`src/rtl/hilo_commit_unit.sv`:
```
// Speculative HI/LO staging between EX and commit: PIPE_DEPTH in-flight slots,
// architectural HI/LO written only at commit, youngest pending value forwarded.
module hilo_commit_unit #(
    parameter int PIPE_DEPTH = 2
) (
    input  logic        clk,
    input  logic        rst,
    input  logic        stall,
    input  logic        flush,
    input  logic        wr_valid_i,
    input  logic [63:0] wr_hilo_i,
    output logic [63:0] hilo_o,
    output logic [63:0] arch_hilo_o,
    output logic        pending_o,
    output logic        commit_valid_o,
    output logic [63:0] commit_hilo_o
);
    localparam int DATA_W = 64;

    // Slot 0 is the youngest (EX+1); slot PIPE_DEPTH-1 is the commit stage.
    logic [PIPE_DEPTH-1:0] slot_vld_q, slot_vld_d;
    logic [DATA_W-1:0]     slot_dat_q [PIPE_DEPTH];
    logic [DATA_W-1:0]     slot_dat_d [PIPE_DEPTH];
    logic [DATA_W-1:0]     arch_q, arch_d;
    logic                  cvld_q, cvld_d;
    logic [DATA_W-1:0]     chilo_q, chilo_d;

    always_comb begin
        slot_vld_d = slot_vld_q;
        slot_dat_d = slot_dat_q;
        arch_d     = arch_q;
        cvld_d     = 1'b0;
        chilo_d    = chilo_q;
        if (flush) begin
            slot_vld_d = '0;
        end else if (!stall) begin
            if (slot_vld_q[PIPE_DEPTH-1]) begin
                arch_d  = slot_dat_q[PIPE_DEPTH-1];
                cvld_d  = 1'b1;
                chilo_d = slot_dat_q[PIPE_DEPTH-1];
            end
            for (int k = 1; k < PIPE_DEPTH; k++) begin
                slot_vld_d[k] = slot_vld_q[k-1];
                slot_dat_d[k] = slot_dat_q[k-1];
            end
            slot_vld_d[0] = wr_valid_i;
            if (wr_valid_i) begin
                slot_dat_d[0] = wr_hilo_i;
            end
        end
    end

    always_ff @(posedge clk) begin
        if (rst) begin
            slot_vld_q <= '0;
            for (int k = 0; k < PIPE_DEPTH; k++) begin
                slot_dat_q[k] <= '0;
            end
            arch_q  <= '0;
            cvld_q  <= 1'b0;
            chilo_q <= '0;
        end else begin
            slot_vld_q <= slot_vld_d;
            slot_dat_q <= slot_dat_d;
            arch_q     <= arch_d;
            cvld_q     <= cvld_d;
            chilo_q    <= chilo_d;
        end
    end

    // Scan oldest to youngest so the lowest-index valid slot wins.
    always_comb begin
        hilo_o = arch_q;
        for (int k = PIPE_DEPTH - 1; k >= 0; k--) begin
            if (slot_vld_q[k]) begin
                hilo_o = slot_dat_q[k];
            end
        end
    end

    assign pending_o      = |slot_vld_q;
    assign arch_hilo_o    = arch_q;
    assign commit_valid_o = cvld_q;
    assign commit_hilo_o  = chilo_q;
endmodule

```
`config.mk`:
```
export PLATFORM = sky130hd
export DESIGN_NAME = hilo_commit_unit
export DESIGN_NICKNAME = d
export VERILOG_FILES = /design/src/rtl/hilo_commit_unit.sv
export SDC_FILE = /design/constraint.sdc
export NUM_CORES = 1
export LEC_CHECK = 0
export CORE_MARGIN = 5
export CORE_UTILIZATION = 51
export CTS_CLUSTER_DIAMETER = 50
export DETAILED_ROUTE_END_ITERATION = 7
export GPL_ROUTABILITY_DRIVEN = 0
export PLACE_DENSITY = 0.8
export SLEW_MARGIN = 10
export SYNTH_ARGS = -nofsm -noshare
export SYNTH_HDL_FRONTEND = slang
export SYNTH_SLANG_ARGS = --single-unit
```
`constraint.sdc`:
```
create_clock -name clk -period 1.67 [get_ports clk]
set_clock_uncertainty 0.15 [all_clocks]
set_input_delay 0.334 -clock clk [delete_from_list [all_inputs] [get_ports clk]]
set_output_delay 0.334 -clock clk [all_outputs]
set_load 0.1 [all_outputs]
```
; Word-level counts from Yosys, hierarchy flattened
; Cells that the tools add are included.
[word_totals]
in_bits = 69
latchBits = 0
wordCells = 17
mem_count = 0
out_inout_bits = 194
romBits = 0
register_bits = 259
mem_bits_rw = 0
[classes]
mux = 3
reduce_logical = 6
add_sub_neg = 0
mul = 0
eq_ne = 0
shifts = 0
bitwise_logic = 2
div = 0
n_lt_le_gt_ge = 0
[op_table]
columns = op, n
row1 = $mux 64, 2
row2 = $reduce_and 3->1, 2
row3 = $reduce_or 2->1, 2
row4 = $reduce_or 3->1, 1
row5 = $not 1->1, 2
row6 = $reduce_and 2->1, 1
row7 = $mux 1, 1

; Longest topological paths before layout
; Gate-level depths: netlist (run 1).
[logic_depth]
word_depth = 2
ltp_mapped = 6
ltp_nobuf = 2

; Least setup slack after synthesis (run 1)
; OpenSTA, ideal clock, no wires.
[synth_timing]
path_type = register to output
start = register arch_q[0] (netlist: arch_hilo_o[0])
end = output port hilo_o[0]
path_buffers = 0
path_stages_with_launch = 3
path_slack_ps = -2046
arrival_time_ps = 3232
required_ps = 1186
path_cell_list = dfxtp_1 > mux2i_1 > o21ai_0
[synth_between]
elab_chain_cells = 2
[synth_rtl]
columns = element, line_no
row1 = start: declaration, 24  ; logic [DATA_W-1:0] arch_q, arch_d;
row2 = start signal: assignment, 65  ; arch_q <= arch_d;
row3 = $mux 64, --
row4 = $mux 64, 75  ; if (slot_vld_q[k]) begin
row5 = end: declaration, 12  ; output logic [63:0] hilo_o,
; No other way between the ends.

; Worst setup path after layout (run 1)
[layout_timing]
start = register slot_vld_q[1]
end = output port hilo_o[23]
[layout_between]
elab_chain_cells = 2
[layout_rtl]
columns = element, line_no
row1 = start: declaration, 21  ; logic [PIPE_DEPTH-1:0] slot_vld_q, slot_vld_d;
row2 = start signal: assignment, 63  ; slot_vld_q <= slot_vld_d;
row3 = $mux 64, --
row4 = $mux 64, 75
; No other way between the ends.

==> metrics.cfg, run 1 <==
[synthesis]
ranking_of_synthesized_cells_by_instance_count = sky130_fd_sc_hd__nand2b_1 (320), sky130_fd_sc_hd__dfxtp_1 (259), sky130_fd_sc_hd__mux2i_1 (258)
netlist_area_mm2 = 0.01215
yosys.area_share.simple_pct = 23.46
synthesis.instances = 1280
synth_warnings = 0
synth_edf_count = 0
synth-async-reset-ratio_pct = 0
main_flop_type_after_synthesis = sky130_fd_sc_hd__dfxtp_1
synth.area.mux_share_pct = 21.25
synthesized_nets = 1349
netlist-cell-type-count = 17
main_combinational_cell_family_by_area_after_synthesis = simple AND/OR/NAND/NOR gates
average_instance_area_after_synthesis_um2 = 9.494
ys_top_cells_by_area = sky130_fd_sc_hd__dfxtp_1 (43%), sky130_fd_sc_hd__mux2i_1 (21%), sky130_fd_sc_hd__nand2b_1 (16%)
synthAdderAreaFrac_pct = 0
ys_seq_elements = 259
synth_area_in_compound_gates_pct = 7.907
synthXorXnorAreaFrac_pct = 0
synth.top_cell.area_share_pct = 42.66
most_frequent_cell_after_synthesis = sky130_fd_sc_hd__nand2b_1
seq_area_frac_synth_pct = 42.66
yosysTopAreaCell = sky130_fd_sc_hd__dfxtp_1

[cts]
clkLatencyLatePin_ns = 0.55
cts_buffers = 31
cts_sinks = 259
clock_tree.htree_level_count = 1
clk_root_buffer_cell = sky130_fd_sc_hd__clkbuf_16
tritoncts_clock_tree = built
cts_max_path_buffers = 3
path_clk_slew_ns = 0.06

[timing]
max_slew_violations = 0
hold_viol = 0
setup_total_negative_slack_ns = -44.02
timing_worst_slew_pin_value_ns = 0.3239
achievable-frequency_mhz = 433.1
layout_setup_ws_ns = -0.6388
finalWorstPathRequiredPeriod_ns = 2.309
timing.max_slew.rel_slack_pct = 78.41
rsz0062_at_grt = yes
fin_crit_sh_pct = 138.3
setup_viol = 173

[place]
place_inst = 1793
post-dp-hpwl_mm = 23.95
port_buffers = 262

[layout]
nets = 1582
area_delta_synth_final_pct = 62.12
stdcell_count = 1858
fillerInstances = 1202
regArea_mm2 = 0.005384
final_util_pct = 83.94
multi_input_combinational_cell_area_mm2 = 0.007515
drive_above_1_share_pct = 33.62

[setup_path]
max_incr_delay_on_cp_ns = 0.41
timing.setup.critical_path_class = register to primary output
crit_path_leading_delay_family = flip-flops
crit_path_cells = buf_12 > mux2i_2 > o21ai_4 > buf_12
setup.worst_path.end_class = primary output
timing.critical_path.arrival_ns = 1.82
worst_ep_required_time_ns = 1.19
critical-path-slowest-cell = sky130_fd_sc_hd__dfxtp_4
buffers_inverters_on_critical_path = 2
critical_path.startpoint_type = register
timing.critical_path.mode_cell = sky130_fd_sc_hd__buf_12
worst-path-max-fanout = 17

[route]
antenna_violating_nets_post_route = 0
route.vias.total = 10130
viasPerCell = 5.454
route.detailed.wl_per_inst_um = 19.58
drcViolationCount = 0
detailedRoute.firstPassIterationCount = 6
detailedRoute.firstIterationViolations = 504
route.final.wire_length_mm = 36.38

[global_routing]
first_global_vias = 10660
grtUsageTotal_pct = 26.21
antenna_found_initial = 1
grt_remaining_overflow = 0
grt_start_max_net_pins = 67
grt_first_pass_wirelength_mm = 57.21

[power_and_ir_drop]
total_design_power_mw = 14.18
vdd.ir_drop.worst_v = 0.0007986
power_leakage_nw = 6.963
powerDensity_mw_per_mm2 = 719.6

[floorplanning]
dieHeight_um = 164.4
boundaryPins = 263
placementRows = 56
starting_density_of_the_core_pct = 51.78
design.die.area_mm2 = 0.02702
fp.coreArea_mm2 = 0.02347
fp.dieW_um = 164.4

[job]
drv_cap = 0

[outcome]
violations = negative setup slack
outcome = finished with violations

[min_path]
timing.hold.worst.class = input port to register

where the power goes:
group	leakage (nW)	internal, mW	switching [mW]
combinational	4.29	0.498	0.512
clock	0.529	4.26	2.66
sequential	2.14	6.18	0.0643
repair_timing:
action	4_1_cts	5_1_grt
cloned	1	2
setup endpoints to repair	186	202
endpoints found under the hold margin	1	0
gates resized for setup	57	29
hold buffers	1	0
buffers inserted	1	1
pin swaps	1	1
sequential cells by signal (all words and copies together), names as in the netlist:
signal and flops:
slot_dat_q 128, commit_hilo_o 64, arch_hilo_o 64, slot_vld_q 2, commit_valid_o 1
worst register-to-register path, stage by stage (launching register included):
cell and delay [ns]:
sky130_fd_sc_hd__dfxtp_4 0.41, sky130_fd_sc_hd__buf_12 0.23, sky130_fd_sc_hd__or3b_4 0.47, sky130_fd_sc_hd__buf_12 0.20
sky130_fd_sc_hd__mux2i_1 0.22
routing by layer:
metal / up-vias / global-route usage (%) / routed length (um)
met5: - / 0 / 0
met4: 0 / 9.950 / 1452
met3: 90 / 4.668 / 1983
met2: 305 / 45.85 / 18360
met1: 4928 / 32.14 / 14580
li1: 4811 / - / -
cell type report:
type / count / share of cell area, %
tap: 319 / 2.026
clock buffer: 46 / 4.636
timing repair buffer: 316 / 27.07
multi-input combinational: 905 / 38.14
sequential: 259 / 27.33
clock inverter: 12 / 0.7875
antenna: 1 / 0.01270
kinds of logic after synthesis:
| group | after synthesis |
|---|---|
| compound gates | 192 |
| buf+inv | 116 |
| flops | 259 |
| mux | 258 |
| simple gates | 455 |
cells in the final DEF, fill, tap and decap left out, types with 34 or more instances in the layout:
cell and n:
sky130_fd_sc_hd__nand2b_1 320, sky130_fd_sc_hd__buf_12 216, sky130_fd_sc_hd__mux2i_1 195, sky130_fd_sc_hd__dfxtp_1 188, sky130_fd_sc_hd__clkdlybuf4s50_1 65, sky130_fd_sc_hd__nand2_1 64, sky130_fd_sc_hd__o21ai_0 64, sky130_fd_sc_hd__a21oi_1 64
sky130_fd_sc_hd__o21ai_4 63, sky130_fd_sc_hd__or3b_1 49, sky130_fd_sc_hd__mux2i_2 46, sky130_fd_sc_hd__dfxtp_4 44, sky130_fd_sc_hd__clkbuf_16 34
per-stage QoR:
stage	area, um2	hold slack (ns)	worst slack (ns)
after floorplan	13160	0.3064	-1.304
after global placement	18120	0.3173	-0.1579
after detailed placement	18120	0.3221	-0.1846
after CTS	19490	0.05300	-0.6197
after global routing	19700	0.07002	-0.6886
final	19700	0.06005	-0.6388
worst paths after layout:
| check | to | cells past startpoint | start | slack (ns) |
|---|---|---|---|---|
| worst max-delay path | hilo_o[23] | 4 | slot_vld_q[1] | -0.64 |
| worst min-delay path | slot_dat_q[48] | 2 | rst | 0.06 |
| worst max register to register | commit_hilo_o[10] | 4 | slot_vld_q[1] | -0.11 |
| worst min register to register | slot_dat_q[95] | 2 | slot_dat_q[95] | 0.33 |
No activity file was read; power rests on OpenSTA's default activity.
==> run 2, diff against run 1 <==
- CORE_MARGIN: 5 -> not set
==> run 2 against run 1 <==
Sequential share of layout area fell by 0.24 points. Global-route usage rose by 2.8 points. Largest cell class unchanged. Non-clock buffer count rose by 15. Sequential power barely moved. The run still ends with negative setup slack left. Clock power barely moved. Register-to-register slack got worse by 0.04 ns. Hold slack improved by 0.014 ns. Cell count rose by 0.70%. Cell area rose by 0.83%.
==> metrics.cfg, run 2 (synthesis results as in run 1) <==
[outcome]
outcome = finished with violations  ; unchanged
violations = negative setup slack  ; unchanged

[timing]
timing_worst_slew_pin_value_ns = 0.3658  ; was 0.3239 ns
timing.max_slew.rel_slack_pct = 75.62  ; was 78.41%
fin_crit_sh_pct = 137.5  ; was 138.3%
achievable-frequency_mhz = 435.6  ; was 433.1 MHz
setup_viol = 182  ; was 173
layout_setup_ws_ns = -0.6256  ; was -0.6388 ns
rsz0062_at_grt = yes  ; unchanged
finalWorstPathRequiredPeriod_ns = 2.296  ; was 2.309 ns
max_slew_violations = 0  ; unchanged
hold_viol = 0  ; unchanged

[cts]
clkLatencyLatePin_ns = 0.55  ; about the same
tritoncts_clock_tree = built  ; unchanged
clock_tree.htree_level_count = 1  ; unchanged
clk_root_buffer_cell = sky130_fd_sc_hd__clkbuf_16  ; unchanged
cts_max_path_buffers = 3  ; unchanged
hold_buffers = 0  ; was 1
path_clk_slew_ns = 0.06  ; about the same
cts_buffers = 31  ; unchanged
cts_sinks = 259  ; unchanged

[layout]
fillerInstances = 1171  ; was 1,202
insertedDiodeCount = 0  ; was 1
largest-register = slot_dat_q  ; unchanged
regArea_mm2 = 0.005380  ; was 0.005384 mm2
largest_register_ff_count = 128  ; unchanged
highest_count_cells_in_the_layout_ignoring_fill_and_taps = sky130_fd_sc_hd__nand2b_1 (320), sky130_fd_sc_hd__buf_12 (218), sky130_fd_sc_hd__mux2i_1 (194)  ; was sky130_fd_sc_hd__nand2b_1 (320), sky130_fd_sc_hd__buf_12 (216), sky130_fd_sc_hd__mux2i_1 (195)
nets = 1597  ; was 1,582
final_util_pct = 84.89  ; was 83.94%
drive_above_1_share_pct = 34.73  ; was 33.62%
stdcell_count = 1871  ; was 1,858
multi_input_combinational_cell_area_mm2 = 0.007472  ; was 0.007515 mm2
layout.cells.most_common = sky130_fd_sc_hd__nand2b_1  ; unchanged
area_delta_synth_final_pct = 63.46  ; was 62.12%

[setup_path]
critical-path-slowest-cell = sky130_fd_sc_hd__dfxtp_4  ; unchanged
r2r_end = commit_hilo_o[22]  ; was commit_hilo_o[10]
critical_path.startpoint_type = register  ; unchanged
worst_r2r_path_depth = 4  ; unchanged
setup.worst_path.end_class = primary output  ; unchanged
r2r-start = slot_vld_q[1]  ; unchanged
timing.critical_path.arrival_ns = 1.81  ; was 1.82 ns
buffers_inverters_on_critical_path = 2  ; unchanged
max_incr_delay_on_cp_ns = 0.40  ; was 0.41 ns
timing.critical_path.mode_cell = sky130_fd_sc_hd__buf_12  ; unchanged
worst-path-max-fanout = 21  ; was 17
timing.setup.critical_path_class = register to primary output  ; unchanged
crit_path_cells = buf_12 > mux2i_2 > o21ai_4 > buf_12  ; unchanged
worst_ep_required_time_ns = 1.19  ; about the same
reg2reg_slack_ns = -0.15  ; was -0.11 ns
crit_path_leading_delay_family = buffers and inverters  ; was flip-flops

[place]
port_buffers = 262  ; unchanged
placement.setup.worst_slack_ns = -0.2232  ; was -0.1846 ns
place_inst = 1800  ; was 1,793
post-dp-hpwl_mm = 23.03  ; was 23.95 mm

[global_routing]
grt_first_pass_wirelength_mm = 56.36  ; was 57.21 mm
antenna_found_initial = 0  ; was 1
grtUsageTotal_pct = 29.03  ; was 26.21%
grt_remaining_overflow = 0  ; unchanged
grt_start_max_net_pins = 56  ; was 67
first_global_vias = 10480  ; was 10,660

[power_and_ir_drop]
power_leakage_nw = 7.075  ; was 6.963 nW
power.switching_mw = 3.290  ; was 3.238 mW
p_seq_share_pct = 44.0  ; was 44.1%
internal_power_mw = 10.91  ; was 10.94 mW
vdd.ir_drop.worst_v = 0.0007453  ; was 0.0007986 V
powerDensity_mw_per_mm2 = 714.8  ; was 719.6 mW/mm2
power.clock.fraction_pct = 48.8  ; about the same
power_frac_comb_pct = 7.2  ; was 7.1%
share_of_total_power_consumed_by_net_switching_pct = 23.17  ; was 22.84%

[floorplanning]
starting_density_of_the_core_pct = 51.93  ; was 51.78%
dieHeight_um = 156.4  ; was 164.4 um
fp.coreArea_mm2 = 0.02340  ; was 0.02347 mm2
fp.dieW_um = 156.4  ; was 164.4 um
design.die.area_mm2 = 0.02445  ; was 0.02702 mm2
placementRows = 56  ; unchanged
boundaryPins = 263  ; unchanged

[route]
drcViolationCount = 0  ; unchanged
viasPerCell = 5.455  ; was 5.454
route.top_layer_used = met4  ; unchanged
met1_wl_mm = 14.96  ; was 14.58 mm
wl_met3_mm = 1.829  ; was 1.983 mm
route.detailed.wl_per_inst_um = 19.33  ; was 19.58 um
route.vias.total = 10210  ; was 10,130
detailedRoute.firstPassIterationCount = 4  ; was 6
detailedRoute.firstIterationViolations = 456  ; was 504
antenna_violating_nets_post_route = 0  ; unchanged
route.final.wire_length_mm = 36.16  ; was 36.38 mm
dr_wl_met2_mm = 18.23  ; was 18.36 mm

[min_path]
worst_hold_path.num_cells = 2  ; unchanged
worst_hold_startpoint = rst  ; unchanged
timing.hold.worst.class = input port to register  ; unchanged
whs_endpoint = slot_dat_q[53]  ; was slot_dat_q[48]

[job]
drv_cap = 0  ; unchanged

run 2: worst max-delay path by stage:
stage	cells after the start	slack, ns	start	to
floorplan	2	-1.30	arch_hilo_o[0]	hilo_o[0]
global placement	5	-0.11	wr_valid_i	slot_dat_q[104]
detailed placement	5	-0.22	wr_valid_i	slot_dat_q[80]
CTS	4	-0.63	slot_vld_q[1]	hilo_o[26]
global route	4	-0.68	slot_vld_q[1]	hilo_o[33]
finish	4	-0.63	slot_vld_q[1]	hilo_o[26]
run 2: area by class of cell:
cell class / instances / share of cell area (%)
clock inverters: 19 / 1.008
well taps: 319 / 2.009
clock buffers: 38 / 4.409
flip-flops and latches: 259 / 27.08
repair buffers: 331 / 27.88
multi-input cells: 905 / 37.61
run 2: repair_timing:
| action | 4_1_cts | 5_1_grt |
|---|---|---|
| endpoints found under the hold margin | 0 | 0 |
| gates resized for setup | 65 | 26 |
| pin swaps | 1 | 0 |
| gates cloned | 2 | 3 |
| buffers inserted | 1 | 8 |
| endpoints found under the setup margin | 180 | 187 |
run 2: worst register-to-register path, delay by kind of cell (launching register included):
kind,cells,cell delay (ns)
buf+inv,2,0.47
flops,1,0.40
mux,1,0.25
simple gates,1,0.46
run 2: layer usage:
| layer | up-vias | GRT usage [%] |
|---|---|---|
| li1 | 4848 | - |
| met1 | 4972 | 35.02 |
| met2 | 310 | 50.91 |
| met3 | 76 | 5.649 |
| met4 | 0 | 10.92 |
| met5 | - | 0 |
run 2: power groups by stage:
stage	Clock, mW	Sequential [mW]	Combinational (mW)
after floorplan	0	6.36	0.587
after global placement	0	6.37	0.951
after detailed placement	0	6.38	0.968
after CTS	7.04	6.24	1.00
after global routing	7.31	6.25	1.08
final	6.93	6.25	1.02
run 2: through the flow:
| step | area (um2) | setup TNS [ns] | hold WS, ns | power [mW] |
|---|---|---|---|---|
| floorplan | 13160 | -12.29 | 0.3064 | 6.945 |
| global placement | 18200 | -7.008 | 0.3183 | 7.323 |
| detailed placement | 18200 | -15.02 | 0.3183 | 7.343 |
| CTS | 19610 | -45.73 | 0.06065 | 14.28 |
| global route | 19870 | -57.60 | 0.07694 | 14.64 |
| finish | 19870 | -47.07 | 0.07453 | 14.20 |
==> run 3, diff against run 2 <==
- CORE_UTILIZATION: 51 -> 35
- PLACE_DENSITY: 0.8 -> not set
==> run 3 against run 2 <==
Critical path type unchanged. The run still ends with negative setup slack left. Non-clock buffer count increased by 8. Core utilization decreased by 24 points. First-iteration DRC count decreased by 14%. Die area increased by 45%. Critical endpoint is now hilo_o[3]. Clock power increased by 10%. Worst setup slack improved by 0.046 ns. Critical path depth increased by 1.
==> metrics.cfg, run 3 (synthesis results as in run 1) <==
[setup_path]
timing.critical_path.arrival_ns = 1.77  ; was 1.81 ns
worst-path-max-fanout = 8  ; was 21
setup.worst_path.end_class = primary output  ; unchanged
timing.setup.critical_path_class = register to primary output  ; unchanged
critical_path.startpoint_type = register  ; unchanged
r2r-start = slot_vld_q[1]  ; unchanged
setup.worst_path.start = slot_vld_q[1]  ; unchanged
worst_ep_required_time_ns = 1.19  ; about the same

[floorplanning]
boundaryPins = 263  ; unchanged
starting_density_of_the_core_pct = 35.88  ; was 51.93%
design.die.area_mm2 = 0.03547  ; was 0.02445 mm2
dieHeight_um = 188.3  ; was 156.4 um
fp.coreArea_mm2 = 0.03387  ; was 0.02340 mm2
fp.dieW_um = 188.3  ; was 156.4 um
placementRows = 67  ; was 56

[global_routing]
first_global_vias = 9720  ; was 10,480
grt_start_max_net_pins = 76  ; was 56
grt_remaining_overflow = 0  ; unchanged
grtUsageTotal_pct = 18.91  ; was 29.03%
antenna_found_initial = 1  ; was 0
grt_first_pass_wirelength_mm = 54.37  ; was 56.36 mm

[power_and_ir_drop]
vdd.ir_drop.worst_v = 0.0006168  ; was 0.0007453 V
power_leakage_nw = 7.209  ; was 7.075 nW
total_design_power_mw = 14.89  ; was 14.20 mW
powerDensity_mw_per_mm2 = 726.0  ; was 714.8 mW/mm2

[layout]
fillerInstances = 2720  ; was 1,171
layout.cells.most_common = sky130_fd_sc_hd__nand2b_1  ; unchanged
nets = 1610  ; was 1,597
highest_count_cells_in_the_layout_ignoring_fill_and_taps = sky130_fd_sc_hd__nand2b_1 (320), sky130_fd_sc_hd__buf_12 (218), sky130_fd_sc_hd__mux2i_1 (195)  ; was sky130_fd_sc_hd__nand2b_1 (320), sky130_fd_sc_hd__buf_12 (218), sky130_fd_sc_hd__mux2i_1 (194)
largest-register = slot_dat_q  ; unchanged
stdcell_count = 2016  ; was 1,871
final_design_area_no_fill_mm2 = 0.02051  ; was 0.01987 mm2
area_delta_synth_final_pct = 68.79  ; was 63.46%
drive_above_1_share_pct = 34.52  ; was 34.73%
multi_input_combinational_cell_area_mm2 = 0.007739  ; was 0.007472 mm2
largest_register_ff_count = 128  ; unchanged
regArea_mm2 = 0.005376  ; was 0.005380 mm2

[timing]
layout_setup_ws_ns = -0.5791  ; was -0.6256 ns
hold_viol = 0  ; unchanged
finalWorstPathRequiredPeriod_ns = 2.249  ; was 2.296 ns
achievable-frequency_mhz = 444.6  ; was 435.6 MHz
rsz0062_at_grt = yes  ; unchanged
timing.max_slew.rel_slack_pct = 79.27  ; was 75.62%
max_slew_violations = 0  ; unchanged
setup_total_negative_slack_ns = -34.41  ; was -47.07 ns
timing.hold.ws_ns = 0.05258  ; was 0.07453 ns
setup_viol = 65  ; was 182
fin_crit_sh_pct = 134.7  ; was 137.5%
timing_worst_slew_pin_value_ns = 0.3067  ; was 0.3658 ns

[place]
port_buffers = 262  ; unchanged
place_inst = 1933  ; was 1,800
post-dp-hpwl_mm = 23.26  ; was 23.03 mm
placed_cell_area_mm2 = 0.01841  ; was 0.01820 mm2

[cts]
clk_root_buffer_cell = sky130_fd_sc_hd__clkbuf_16  ; unchanged
cts_sinks = 259  ; unchanged
hold_buffers = 0  ; unchanged
cts_buffers = 36  ; was 31
cts_max_path_buffers = 3  ; unchanged
clkLatencyLatePin_ns = 0.50  ; was 0.55 ns
path_clk_slew_ns = 0.05  ; was 0.06 ns
clock_tree.htree_level_count = 2  ; was 1
tritoncts_clock_tree = built  ; unchanged

[min_path]
worst_hold_startpoint = rst  ; unchanged
timing.hold.worst.class = input port to register  ; unchanged

[outcome]
violations = negative setup slack  ; unchanged
outcome = finished with violations  ; unchanged

[route]
detailedRoute.firstIterationViolations = 390  ; was 456
antenna_violating_nets_post_route = 0  ; unchanged
wl_met3_mm = 2.042  ; was 1.829 mm
drcViolationCount = 0  ; unchanged
viasPerCell = 4.829  ; was 5.455
met1_wl_mm = 15.40  ; was 14.96 mm
dr_wl_met2_mm = 16.43  ; was 18.23 mm
route.vias.total = 9735  ; was 10,210
route.final.wire_length_mm = 34.61  ; was 36.16 mm
route.top_layer_used = met4  ; unchanged
route.detailed.wl_per_inst_um = 17.17  ; was 19.33 um
detailedRoute.firstPassIterationCount = 5  ; was 4

[job]
drv_cap = 0  ; unchanged

run 3: changes by cell type in the layout (fill, tap and decap cells not counted), moves of 5 or more:
cell and delta:
sky130_fd_sc_hd__mux2i_4 +33, sky130_fd_sc_hd__clkbuf_16 +8, sky130_fd_sc_hd__nand2_1 +5, sky130_fd_sc_hd__buf_4 +7
sky130_fd_sc_hd__mux2i_2 -34, sky130_fd_sc_hd__nand2_2 -5, sky130_fd_sc_hd__clkbuf_1 +5
run 3: metal layers:
| layer | global-route usage [%] | up-vias |
|---|---|---|
| li1 | - | 4881 |
| met1 | 24.06 | 4584 |
| met2 | 31.90 | 217 |
| met3 | 4.489 | 53 |
| met4 | 5.025 | 0 |
| met5 | 0 | - |
run 3: power by group:
group	total, mW	internal (mW)	leakage, nW	switching, mW
registers	6.25	6.19	2.14	0.0637
clock network	7.63	4.83	0.597	2.79
logic	1.02	0.517	4.47	0.499
run 3: worst max-delay path, cell delays in order, from the launching register on:
cell and delay (ns):
sky130_fd_sc_hd__dfxtp_4 0.39, sky130_fd_sc_hd__buf_12 0.15, sky130_fd_sc_hd__buf_12 0.16, sky130_fd_sc_hd__mux2i_2 0.29
sky130_fd_sc_hd__o21ai_4 0.10, sky130_fd_sc_hd__buf_12 0.17
run 3: final timing paths:
check	end	slack, ns	depth (start not counted)
max	hilo_o[3]	-0.58	5
min	slot_dat_q[48]	0.05	2
max reg2reg	commit_hilo_o[20]	0.03	4
min reg2reg	slot_dat_q[100]	0.33	2
run 3: what timing repair did:
action                                  CTS  global route
pin swaps                                 0            30
gates resized for setup                  58            50
gates cloned                              1             7
buffers inserted                          1             9
endpoints found under the setup margin   65            65
run 3: layout make-up:
cell class | instances | area share (%)
multi-input combinational | 905 | 37.72
timing repair buffer | 339 | 27.44
tap | 448 | 2.733
clock inverter | 12 | 0.5855
antenna | 1 | 0.01220
sequential | 259 | 26.21
clock buffer | 52 | 5.294
run 3: metrics by stage:
step | setup slack (ns) | utilization, %
2_1_floorplan | -1.304 | -
3_3_place_gp | -0.2184 | 54.35
3_5_place_dp | -0.2582 | 54.35
4_1_cts | -0.6023 | 58.81
5_1_grt | -0.6469 | 60.57
6_report | -0.5791 | 60.57
